**config.mk**
```make
export PLATFORM = sky130hd
export DESIGN_NAME = result_bram_reader_flat
export DESIGN_NICKNAME = d
export VERILOG_FILES = /design/src/rtl/result_bram_if.sv /design/src/rtl/result_bram_reader.sv /design/src/flat_wrapper.sv
export SDC_FILE = /design/constraint.sdc
export NUM_CORES = 1
export LEC_CHECK = 0
export BUFFER_PORTS_ARGS = -buffer_cell sky130_fd_sc_hd__buf_2
export CORE_ASPECT_RATIO = 0.9
export CORE_MARGIN = 1.5
export CORE_UTILIZATION = 52
export DETAILED_ROUTE_END_ITERATION = 10
export GPL_TIMING_DRIVEN = 1
export PLACE_DENSITY = 0.73
export SLEW_MARGIN = 40
export SYNTH_ARGS = -nofsm -noshare
export SYNTH_HDL_FRONTEND = slang
export SYNTH_SLANG_ARGS = --single-unit
```
**constraint.sdc**
```tcl
create_clock -name clk -period 7.2 [get_ports clk]
set_clock_uncertainty 0.05 [all_clocks]
set_input_delay 1.44 -clock clk [delete_from_list [all_inputs] [get_ports clk]]
set_output_delay 1.44 -clock clk [all_outputs]
set_load 0.01 [all_outputs]
```
**src/rtl/result_bram_if.sv**
```systemverilog
// BRAM port-B read bus and output stream of the result reader.
interface result_bram_if #(
    parameter int DATA_W = 256,
    parameter int ADDR_W = 16
);
    logic              bram_en;
    logic [ADDR_W-1:0] bram_addr;
    logic [DATA_W-1:0] bram_dout;
    logic              m_valid;
    logic [DATA_W-1:0] m_data;
    logic              m_last;
    logic              m_ready;

    modport master (
        output bram_en, bram_addr,
        input  bram_dout,
        output m_valid, m_data, m_last,
        input  m_ready
    );

    modport slave (
        input  bram_en, bram_addr,
        output bram_dout,
        input  m_valid, m_data, m_last,
        output m_ready
    );
endinterface

```
**src/rtl/result_bram_reader.sv**
```systemverilog
// Strided result-BRAM reader feeding a valid/ready stream through a
// credit-limited prefetch FIFO.
module result_bram_reader #(
    parameter int DATA_W     = 256,
    parameter int ADDR_W     = 16,
    parameter int CNT_W      = 9,
    parameter int FIFO_DEPTH = 4
) (
    input  logic              clk,
    input  logic              rst_n,
    input  logic              i_start,
    input  logic [ADDR_W-1:0] i_base_addr,
    input  logic [ADDR_W-1:0] i_stride,
    input  logic [CNT_W-1:0]  i_num_words,
    output logic              o_busy,
    output logic              o_done,
    result_bram_if.master     bus
);
    localparam int PW = $clog2(FIFO_DEPTH);

    typedef enum logic [1:0] {
        S_IDLE,
        S_READ,
        S_DRAIN,
        S_DONE
    } state_t;

    state_t r_state;
    state_t w_next;

    logic [ADDR_W-1:0] r_stride;
    logic [ADDR_W-1:0] r_next_addr;
    logic [ADDR_W-1:0] r_last_addr;
    logic [CNT_W-1:0]  r_num;
    logic [CNT_W-1:0]  r_issued;
    logic              r_inflight;
    logic              r_inflight_last;

    logic [DATA_W-1:0]     r_mem [FIFO_DEPTH];
    logic [FIFO_DEPTH-1:0] r_last;
    logic [PW-1:0]         r_wr;
    logic [PW-1:0]         r_rd;
    logic [PW:0]           r_count;

    logic w_credit;
    logic w_issue;
    logic w_issue_last;
    logic w_accept;
    logic w_push;
    logic w_pop;

    // Buffered plus in-flight words may never exceed the FIFO capacity.
    assign w_credit     = (int'(r_count) + int'(r_inflight)) < FIFO_DEPTH;
    assign w_issue      = (r_state == S_READ) && (r_issued < r_num) && w_credit;
    assign w_issue_last = w_issue && (r_issued == r_num - CNT_W'(1));
    assign w_accept     = (r_state == S_IDLE) && i_start;
    assign w_push       = r_inflight;
    assign w_pop        = bus.m_valid && bus.m_ready;

    always_comb begin
        w_next = r_state;
        o_busy = 1'b0;
        o_done = 1'b0;
        case (r_state)
            S_IDLE: begin
                if (i_start) begin
                    w_next = (i_num_words == '0) ? S_DONE : S_READ;
                end
            end
            S_READ: begin
                o_busy = 1'b1;
                if (w_issue_last) w_next = S_DRAIN;
            end
            S_DRAIN: begin
                o_busy = 1'b1;
                if (w_pop && bus.m_last) w_next = S_DONE;
            end
            S_DONE: begin
                o_done = 1'b1;
                w_next = S_IDLE;
            end
            default: w_next = S_IDLE;
        endcase
    end

    always_ff @(posedge clk or negedge rst_n) begin
        if (!rst_n) begin
            r_state         <= S_IDLE;
            r_stride        <= '0;
            r_next_addr     <= '0;
            r_last_addr     <= '0;
            r_num           <= '0;
            r_issued        <= '0;
            r_inflight      <= 1'b0;
            r_inflight_last <= 1'b0;
        end else begin
            r_state         <= w_next;
            r_inflight      <= w_issue;
            r_inflight_last <= w_issue_last;
            if (w_accept) begin
                r_stride    <= i_stride;
                r_num       <= i_num_words;
                r_next_addr <= i_base_addr;
                r_issued    <= '0;
            end else if (w_issue) begin
                r_next_addr <= r_next_addr + r_stride;
                r_last_addr <= r_next_addr;
                r_issued    <= r_issued + CNT_W'(1);
            end
        end
    end

    always_ff @(posedge clk or negedge rst_n) begin
        if (!rst_n) begin
            r_wr    <= '0;
            r_rd    <= '0;
            r_count <= '0;
            r_last  <= '0;
        end else begin
            if (w_push) begin
                r_last[r_wr] <= r_inflight_last;
                r_wr         <= r_wr + PW'(1);
            end
            if (w_pop) r_rd <= r_rd + PW'(1);
            case ({w_push, w_pop})
                2'b10:   r_count <= r_count + (PW+1)'(1);
                2'b01:   r_count <= r_count - (PW+1)'(1);
                default: r_count <= r_count;
            endcase
        end
    end

    always_ff @(posedge clk) begin
        if (w_push) r_mem[r_wr] <= bus.bram_dout;
    end

    // Address output holds the last issued address while idle.
    assign bus.bram_en   = w_issue;
    assign bus.bram_addr = w_issue ? r_next_addr : r_last_addr;
    assign bus.m_valid   = (r_count != '0);
    assign bus.m_data    = bus.m_valid ? r_mem[r_rd] : '0;
    assign bus.m_last    = bus.m_valid && r_last[r_rd];

    a_no_overflow : assert property (@(posedge clk) disable iff (!rst_n)
        !(w_push && !w_pop && r_count == (PW+1)'(FIFO_DEPTH)));
endmodule

```
**src/flat_wrapper.sv**
```systemverilog
// flat-port wrapper written by rule: the top's interface ports become plain ports
module result_bram_reader_flat 
#(
    parameter int DATA_W     = 256,
    parameter int ADDR_W     = 16,
    parameter int CNT_W      = 9,
    parameter int FIFO_DEPTH = 4
)
  (clk, rst_n, i_start, i_base_addr, i_stride, i_num_words, o_busy, o_done, bus_bram_en, bus_bram_addr, bus_bram_dout, bus_m_valid, bus_m_data, bus_m_last, bus_m_ready);
  result_bram_if #(.DATA_W(DATA_W), .ADDR_W(ADDR_W)) bus_i ();
  input  logic clk;
  input  logic rst_n;
  input  logic i_start;
  input  logic [ADDR_W-1:0] i_base_addr;
  input  logic [ADDR_W-1:0] i_stride;
  input  logic [CNT_W-1:0] i_num_words;
  output logic o_busy;
  output logic o_done;
  output wire logic [$bits(bus_i.bram_en)-1:0] bus_bram_en;
  output wire logic [$bits(bus_i.bram_addr)-1:0] bus_bram_addr;
  input wire logic [$bits(bus_i.bram_dout)-1:0] bus_bram_dout;
  output wire logic [$bits(bus_i.m_valid)-1:0] bus_m_valid;
  output wire logic [$bits(bus_i.m_data)-1:0] bus_m_data;
  output wire logic [$bits(bus_i.m_last)-1:0] bus_m_last;
  input wire logic [$bits(bus_i.m_ready)-1:0] bus_m_ready;
  assign bus_bram_en = bus_i.bram_en;
  assign bus_bram_addr = bus_i.bram_addr;
  assign bus_i.bram_dout = bus_bram_dout;
  assign bus_m_valid = bus_i.m_valid;
  assign bus_m_data = bus_i.m_data;
  assign bus_m_last = bus_i.m_last;
  assign bus_i.m_ready = bus_m_ready;
  result_bram_reader #(.DATA_W(DATA_W), .ADDR_W(ADDR_W), .CNT_W(CNT_W), .FIFO_DEPTH(FIFO_DEPTH)) u_core (.clk(clk), .rst_n(rst_n), .i_start(i_start), .i_base_addr(i_base_addr), .i_stride(i_stride), .i_num_words(i_num_words), .o_busy(o_busy), .o_done(o_done), .bus(bus_i));
endmodule
```
==> impl_metrics.json, run 1 <==
{
  "intPower_mw": 14.30,
  "status": "completed",
  "hold_viol": 0,
  "p_seq_share_pct": 39.3,
  "post_cts_buffers": 0,
  "dr.pass1.iters": 6,
  "ctsHtreeMaxLevel": 3,
  "rows": 100,
  "wirelength_mm": 95.84,
  "syn_avg_cell_area_um2": 20.38,
  "via_per_inst": 5.565,
  "worstSetupPathType": "reg -> out",
  "cts.reportedPaths.clkPinSlew_ps": 60,
  "sw_frac_of_total_pct": 31.60,
  "drt_iter0_drc": 1649,
  "coreArea_mm2": 0.08270,
  "worstMarginPinSlew_ps": 852.6,
  "synth_enable_flop_cells": 1024,
  "fin_nets": 3079,
  "met3_usage_pct": 6.375,
  "overflow": 0,
  "busiest_layer": "met2",
  "synth_area_mm2": 0.04338,
  "postLayoutCoreUtil_pct": 62.04,
  "fp.dieH_um": 277.0,
  "synth_area_leaders": "edfxtp_1 (71%), mux4_2 (13%), dfrtp_1 (4.7%)",
  "p_switching_mw": 6.609,
  "ys_ff_latch": 1105,
  "synth_cell_types": 56,
  "grt_start_max_net_pins": 140,
  "peakVddDrop_mv": 0.2767,
  "via_count": 22100,
  "die_area_mm2": 0.08517,
  "yosysMostFrequentCell": "edfxtp_1",
  "cts_resized": 0,
  "track_usage_pct": 22.56,
  "ys.flop_type": "edfxtp_1",
  "async_reset_ff_share_pct": 7.330,
  "cp_max_fo": 21,
  "seq_area_frac_synth_pct": 75.55,
  "finalPower_mw": 20.91,
  "syn_nets": 2468,
  "rsz0062_at_grt": "no",
  "startpoint_type": "flip-flop",
  "powerDensity_mw_per_mm2": 407.6,
  "pin_count": 578,
  "yosysTopAreaCell": "edfxtp_1",
  "holdWs_ps": 432.4,
  "port_buffers": 577,
  "pre_cts_slack_ps": 2679,
  "fin_crit_ps": 4973,
  "ant_nets": 0,
  "power_leakage_nw": 18.02,
  "grt_pass1_wl_mm": 145.0,
  "post-dp-hpwl_mm": 59.94,
  "setup_viol": 0,
  "min_period_over_period_pct": 69.07,
  "post-route-drc-count": 0,
  "clock-root-buffer": "clkbuf_16",
  "slew_violations": 0,
  "numClockSinks": 1105,
  "synthToLayoutAreaGrowth_pct": 18.27,
  "tns_ps": 0,
  "maxCapViolCount": 0,
  "clk_path_buf_depth": 3,
  "fin_ws_ps": 2227,
  "start_util_pct": 52.46,
  "crit_required_ps": 5710,
  "wire_per_inst_um": 24.13,
  "cts_tree": "done",
  "synth_warnings": 0,
  "p_comb_share_pct": 34.7,
  "syn_inst": 2129,
  "met2_usage_pct": 37.45,
  "die_x_um": 307.5,
  "crit_arrival_ps": 3480,
  "grt_antenna_before_repair": 38,
  "ys_top_cells_by_count": "edfxtp_1 (1,024), and2_1 (263), mux4_2 (257), nand2_1 (86), dfrtp_1 (81)",
  "clk_latency_ps": 670,
  "worstSetupEndpointType": "output port",
  "layout-drive-gt1-share_pct": 38.06,
  "met1_usage_pct": 28.42,
  "pwr-share-clk_pct": 26.0,
  "clock.fmax_mhz": 201.1,
  "postCtsHoldBufs": 0,
  "min_path_type": "reg -> reg",
  "relSlewSlack_pct": 43.16,
  "synth_top_area_share_pct": 70.88,
  "place_congestion": 0.8725,
  "grt_pass1_vias": 23690,
  "numCtsBuffers": 105
}
path summary, 6_finish.rpt:
path / start / end / slack, ps / depth (start not counted)
worst max-delay path: u_core.r_issued[1] / bus_bram_addr[9] / 2230 / 10
worst min-delay path: u_core.r_stride[10] / u_core.r_stride[10] / 430 / 2
worst max register to register: u_core.r_next_addr[0] / u_core.r_next_addr[12] / 4320 / 11
worst min register to register: u_core.r_stride[10] / u_core.r_stride[10] / 430 / 2
max in group asynchronous: rst_n / u_core.r_rd[1] / 5820 / 1
min in group asynchronous: rst_n / u_core.r_issued[1] / 790 / 1
power groups by stage:
stage                     clock network [mW]  logic [mW]  registers, mW
after floorplan                            0        4.78           8.25
after global placement                     0        7.13           8.32
after detailed placement                   0        7.28           8.34
after CTS                               5.54        7.34           8.21
after global routing                    5.77        7.81           8.28
final                                   5.44        7.25           8.21
routing by layer:
metal  up-vias  routed length [um]
li1       9722                   -
met1     11410               36780
met2       743               48740
met5         -                 202
met3       199                7045
met4        34                3069
registers in the layout, summed over array words and instances, names as in the netlist, 2 cells and up:
signal,count
u_core.r_num,9
u_core.r_last,4
u_core.r_next_addr,16
u_core.r_count,3
u_core.r_state,2
u_core.r_mem,1024
u_core.r_stride,16
u_core.r_issued,9
u_core.r_last_addr,16
u_core.r_wr,2
u_core.r_rd,2
worst max-delay path, stage by stage (launching register included):
cell     delay [ps]
dfrtp_1         470
ha_1            320
nor2b_1         130
o21a_1          160
o21ai_0         160
a21oi_1         170
nor2_4          360
buf_16          210
buf_4           300
mux2_2          370
buf_2           140
logic make-up after synthesis:
kind of cell	share of synthesized area (%)
AO/OA/AOI/OAI	1.157
buffers and inverters	1.243
XOR/XNOR	0.6662
flip-flops	75.55
multiplexers	14.65
AND/OR/NAND/NOR	5.604
adder cells (fa/ha/maj)	1.131
cell type report:
class,count,area (um2)
Clock inverter,74,694.4
Inverter,26,97.59
Multi-Input combinational cell,891,10090
Tap cell,1122,1404
Clock buffer,123,2726
Fill cell,5741,31400
Timing Repair Buffer,611,3458
Antenna cell,20,50.05
Sequential cell,1105,32780
stage by stage:
step | instances | cell area (um2)
floorplan | 2129 | 43390
global placement | 3744 | 47550
detailed placement | 3752 | 47750
CTS | 3949 | 51170
global route | 3968 | 51300
finish | 3972 | 51310
layout by cell type (no fill, tap or decap), types with 16 or more instances in the layout:
| cell type | n |
|---|---|
| o21ai_0 | 25 |
| clkinv_2 | 20 |
| nand2_1 | 85 |
| clkinv_1 | 29 |
| dfrtp_1 | 79 |
| buf_2 | 576 |
| mux4_2 | 257 |
| and2_1 | 258 |
| nor2_1 | 31 |
| mux2_2 | 37 |
| inv_1 | 26 |
| clkbuf_1 | 16 |
| xnor2_1 | 19 |
| clkbuf_16 | 106 |
| diode_2 | 20 |
| ha_1 | 36 |
| edfxtp_1 | 1024 |
No activity file was read; power rests on OpenSTA's default activity.
==> run 2, diff against run 1 <==
Settings changed: ABC_AREA from default to 1.
Clock period 7.2 ns to 4.37 ns, I/O delays scaled along.
==> run 2 against run 1 <==
Compared with the run above:
- cell area up 2.4%
- sequential power increased by 68%
- die area rose by 2.3%
- total power up 85%
- synthesized area rose by 2.3%
- core utilization up 0.22 points
- worst hold slack got worse by 320 ps
- wire length increased by 12%
- sequential share of layout area shrank 1.5 points
==> impl_metrics.json, run 2 <==
{
  "multi_input_area_mm2": 0.01037,
  "post-route-drc-count": 0,
  "ctsHtreeMaxLevel": 3,
  "mostFrequentLayoutCell": "nor2_1",
  "wire_per_inst_um": 19.74,
  "overflow": 0,
  "cp_max_fo": 110,
  "clock.fmax_mhz": 260.7,
  "cts.reportedPaths.clkPinSlew_ps": 60,
  "rows": 101,
  "syn_avg_cell_area_um2": 12.07,
  "synth_cell_types": 44,
  "clk_latency_ps": 680,
  "grt_antenna_before_repair": 41,
  "relSlewSlack_pct": 46.88,
  "drt_iter0_drc": 2846,
  "rsz0062_at_grt": "no",
  "setup_viol": 0,
  "numClockSinks": 1105,
  "ys.flop_type": "edfxtp_1",
  "synth_top_area_share_pct": 69.27,
  "hold_viol": 0,
  "reg2reg_from": "u_core.r_count[1]",
  "track_usage_pct": 24.00,
  "max_stage_delay_ps": 520,
  "peakVddDrop_mv": 0.6377,
  "die_x_um": 311.0,
  "final_cell_mix": "nor2_1 (1,078), edfxtp_1 (1,024), buf_2 (576)",
  "synth_area_leaders": "edfxtp_1 (69%), nor2_1 (9.1%), o21ai_0 (6.3%)",
  "cpMostUsedCell": "nor2_1",
  "maxCapViolCount": 0,
  "synth_area_mm2": 0.04439,
  "worstMarginPinSlew_ps": 796.8,
  "ff_latch_area_mm2": 0.03278,
  "startpoint_type": "flip-flop",
  "seq_area_frac_synth_pct": 73.84,
  "post_cts_buffers": 0,
  "worstSetupEndpointType": "output port",
  "largest_reg_flops": 1024,
  "via_count": 29560,
  "async_reset_ff_share_pct": 7.330,
  "finalPower_mw": 38.73,
  "place_congestion": 0.8626,
  "ys_top_cells_by_count": "nor2_1 (1,078), edfxtp_1 (1,024), o21ai_0 (556), a21oi_1 (279), nand2_1 (199)",
  "grt_pass1_vias": 27970,
  "coreArea_mm2": 0.08442,
  "fin_crit_ps": 3836,
  "ant_nets": 0,
  "crit_arrival_ps": 2910,
  "crit_slowest_cell": "dfrtp_4",
  "postLayoutCoreUtil_pct": 62.26,
  "synth_warnings": 0,
  "min_period_over_period_pct": 87.78,
  "via_per_inst": 5.416,
  "yosysTopAreaCell": "edfxtp_1",
  "power_leakage_nw": 19.26,
  "synth_enable_flop_cells": 1024,
  "wirelength_mm": 107.8,
  "ys_ff_latch": 1105,
  "worstSetupPathType": "reg -> out",
  "status": "completed",
  "synthToLayoutAreaGrowth_pct": 18.39,
  "largest-register": "u_core.r_mem",
  "layout-drive-gt1-share_pct": 19.92,
  "port_buffers": 577,
  "syn_nets": 4017,
  "fp.dieH_um": 280.2,
  "syn_inst": 3678,
  "yosysMostFrequentCell": "nor2_1",
  "die_area_mm2": 0.08713,
  "numCtsBuffers": 108,
  "critPathLaunch": "u_core.r_rd[0]",
  "dr.pass1.iters": 5,
  "cts_resized": 0,
  "dp_cells": 5223,
  "cts_tree": "done",
  "post-dp-hpwl_mm": 62.85,
  "clk_path_buf_depth": 3,
  "clock-root-buffer": "clkbuf_16",
  "postCtsHoldBufs": 0,
  "n_fill_cell": 6453,
  "min_path_type": "in -> async",
  "pin_count": 578,
  "grt_pass1_wl_mm": 161.9,
  "grt_start_max_net_pins": 179,
  "crit_required_ps": 3450,
  "path_cells": "buf_12 > buf_16 > nor2_1 > nor2_1 > o21ai_0 > a21oi_1 > buf_2",
  "fin_nets": 4541,
  "powerDensity_mw_per_mm2": 737.0,
  "start_util_pct": 52.58,
  "slew_violations": 0,
  "instances_no_fill": 5458
}
-- run 2: cell types whose count changed after synthesis, sizes merged, moves of 15 or more --
cell,before,now
buf,45,98
inv,26,86
clkbuf,62,118
nand3,9,24
mux2,37,0
a21oi,13,286
mux4,257,0
nand2,86,203
mux2i,15,0
o21ai,32,582
nor2,32,1079
and2,264,0
-- run 2: power by group --
part	switching, mW	internal, mW
clock network	4.00	5.83
logic	10.1	4.93
registers	0.537	13.3
total	14.7	24.1
-- run 2: logic make-up (layout without fill, tap and decap cells) --
logic type | count (synthesis) | count (layout) | share of synthesized area, %
and+or+nand+nor | 1327 | 1327 | 11.53
adders and majority gates | 38 | 38 | 1.105
DFF | 1105 | 1105 | 73.84
other | 0 | 28 | 0
xor gates and xnor gates | 16 | 16 | 0.3157
AOI/OAI and AO/OA | 890 | 890 | 10.34
buffers and inverters | 302 | 921 | 2.869
-- run 2: area by class of cell --
class,instances,share of cell area [%]
Sequential cell,1105,62.38
Multi-Input combinational cell,2271,19.72
Timing Repair Buffer,630,7.123
Clock buffer,120,5.247
Tap cell,1133,2.697
Clock inverter,85,2.007
Inverter,86,0.6857
Antenna cell,28,0.1333
-- run 2: worst paths after layout --
check / endpoint / slack, ps / depth (start not counted)
worst max register to register: u_core.r_count[1] / 1590 / 9
max in group asynchronous: u_core.r_num[7] / 3420 / 2
worst max-delay path: bus_m_data[86] / 530 / 7
min in group clk: u_core.r_stride[15] / 330 / 3
worst min-delay path: u_core.r_stride[0] / 110 / 1
worst min register to register: u_core.r_last_addr[9] / 440 / 2
-- run 2: routing by layer --
metal / GRT usage (%) / wire length (um) / up-vias
met5: 0 / 182 / -
met4: 10.26 / 4192 / 32
met2: 39.18 / 52730 / 1054
met1: 30.66 / 42610 / 14210
met3: 6.098 / 8055 / 247
li1: - / - / 14020
-- run 2: critical path, delay by kind of cell, from the launching register on --
kind	cells	cell delay, ps
AOI/OAI and AO/OA	2	320
and+or+nand+nor	2	200
buffers and inverters	3	980
DFF	1	520
-- run 2: stage by stage --
step                      worst slack, ps  TNS, ps  area (um2)  hold WS [ps]
after floorplan                    -594.1  -596310       44430         397.8
after global placement               1300        0       48440         411.3
after detailed placement             1269        0       48610         424.6
after CTS                           524.4        0       52430         206.9
after global routing                350.8        0       52540         132.4
final                               533.8        0       52550         113.0
==> run 3, diff against run 2 <==
Settings changed: CORE_ASPECT_RATIO 0.9 to default.
==> run 3 against run 2 <==
Compared with the run above:
- non-clock buffer count stayed put
- largest cell class unchanged
- highest routed layer unchanged
- largest power group unchanged
- core utilization is 0.34 points lower
- sequential cell count is the same
- cell count about the same
==> impl_metrics.json, run 3 (same netlist as run 2, synthesis figures left out) <==
{
  "rrSetupSlack_ps": 1550,
  "powerDensity_mw_per_mm2": 728.6,
  "cts.reportedPaths.clkPinSlew_ps": 60,
  "peakVddDrop_mv": 0.6821,
  "overflow": 0,
  "layout-drive-gt1-share_pct": 19.49,
  "cts_tree": "done",
  "via_count": 29610,
  "fin_crit_ps": 3816,
  "fp.dieH_um": 295.2,
  "grt_pass1_wl_mm": 162.3,
  "endpoint": "bus_m_data[42]",
  "largest_reg_flops": 1024,
  "ctsHtreeMaxLevel": 3,
  "die_x_um": 295.2,
  "wire_per_inst_um": 19.99,
  "setup_viol": 0,
  "power_leakage_nw": 19.06,
  "postLayoutCoreUtil_pct": 61.92,
  "post-route-drc-count": 0,
  "post_cts_buffers": 0,
  "pin_count": 578,
  "finalPower_mw": 37.93,
  "grt_antenna_before_repair": 37,
  "mostFrequentLayoutCell": "nor2_1",
  "postCtsHoldBufs": 0,
  "rsz0062_at_grt": "no",
  "clk_path_buf_depth": 3,
  "fin_nets": 4543,
  "intPower_mw": 23.43,
  "critPathLaunch": "u_core.r_rd[0]",
  "place_congestion": 0.8839,
  "track_usage_pct": 24.28,
  "reg2reg_to": "u_core.r_count[1]",
  "design_area_mm2": 0.05207,
  "reg2reg_from": "u_core.r_count[1]",
  "maxCapViolCount": 0,
  "crit_required_ps": 3450,
  "via_per_inst": 5.427,
  "startpoint_type": "flip-flop",
  "clk_latency_ps": 660,
  "n_fill_cell": 6384,
  "rr_worst_depth": 9,
  "relSlewSlack_pct": 32.74,
  "cts_resized": 0,
  "numCtsBuffers": 110,
  "sw_frac_of_total_pct": 38.22,
  "grt_pass1_vias": 28400,
  "drt_iter0_drc": 2167,
  "dr.pass1.iters": 5,
  "clock-root-buffer": "clkbuf_16",
  "clock.fmax_mhz": 262.1,
  "dp_cells": 5224,
  "min_period_over_period_pct": 87.32,
  "rows": 106,
  "wirelength_mm": 109.1,
  "grt_start_max_net_pins": 193,
  "port_buffers": 577,
  "p_seq_share_pct": 36.5,
  "placed_area_mm2": 0.04842,
  "synthToLayoutAreaGrowth_pct": 17.29,
  "crit_arrival_ps": 2890,
  "status": "completed",
  "slew_violations": 0,
  "min_path_type": "in -> async",
  "p_switching_mw": 14.50,
  "post-dp-hpwl_mm": 64.91,
  "cp_max_fo": 120,
  "start_util_pct": 52.79,
  "worstMarginPinSlew_ps": 1009,
  "instances_no_fill": 5455,
  "worstSetupEndpointType": "output port",
  "pwr-share-clk_pct": 24.2,
  "die_area_mm2": 0.08713,
  "final_cell_mix": "nor2_1 (1,078), edfxtp_1 (1,024), buf_2 (576)",
  "worstSetupPathType": "reg -> out",
  "largest-register": "u_core.r_mem",
  "hold_viol": 0,
  "p_comb_share_pct": 39.4,
  "numClockSinks": 1105,
  "ant_nets": 0,
  "coreArea_mm2": 0.08409
}
-- run 3: cell count changes in the layout (fill, tap and decap cells not counted), moves of 7 or more --
| cell | before | now |
|---|---|---|
| buf_4 | 21 | 32 |
| bufinv_16 | 21 | 9 |
| clkinv_1 | 19 | 29 |
| buf_12 | 23 | 15 |
| clkbuf_1 | 11 | 18 |
-- run 3: worst max-delay path: stages (launching register included) --
cell,delay [ps]
dfrtp_4,550
inv_8,470
buf_4,430
o21ai_0,140
a21oi_1,280
buf_2,200
-- run 3: final cells by class --
class,count,area (um2),area share [%]
Sequential cell,1105,32780,62.97
Multi-Input combinational cell,2271,10370,19.91
Tap cell,1134,1419,2.725
Clock buffer,133,2923,5.614
Clock inverter,69,593.1,1.139
Timing Repair Buffer,630,3553,6.825
Antenna cell,27,67.56,0.1298
Inverter,86,360.3,0.6921
-- run 3: worst min path at each step --
stage | to | slack, ps | depth (start not counted)
3_3_place_gp | u_core.r_last[1] | 420 | 2
6_report | u_core.r_last_addr[2] | 140 | 1
2_1_floorplan | u_core.r_last[1] | 400 | 2
3_5_place_dp | u_core.r_stride[2] | 430 | 2
4_1_cts | u_core.r_num[8] | 230 | 1
5_1_grt | u_core.r_num[8] | 150 | 1
-- run 3: metal layers --
metal	track usage, %	vias up	part of all wire, %
li1	-	13990	-
met1	30.44	14330	39
met2	40.50	1026	50
met3	5.743	234	7.1
met4	10.42	28	3.8
met5	0	-	0.17
-- run 3: power groups by stage --
stage | clock [mW] | combinational [mW] | sequential (mW)
after floorplan | 0 | 9.36 | 14.1
after global placement | 0 | 14.7 | 14.0
after detailed placement | 0 | 14.9 | 14.0
after CTS | 9.29 | 15.0 | 13.8
after global routing | 9.68 | 16.5 | 14.0
final | 9.16 | 14.9 | 13.8
-- run 3: through the flow --
step                setup TNS, ps  setup WS [ps]  hold slack, ps
finish                          0          554.1           137.0
detailed placement              0           1182           427.1
CTS                             0          440.0           226.1
global route                    0          366.6           152.4
global placement                0           1213           419.7
floorplan                 -596310         -594.1           397.8
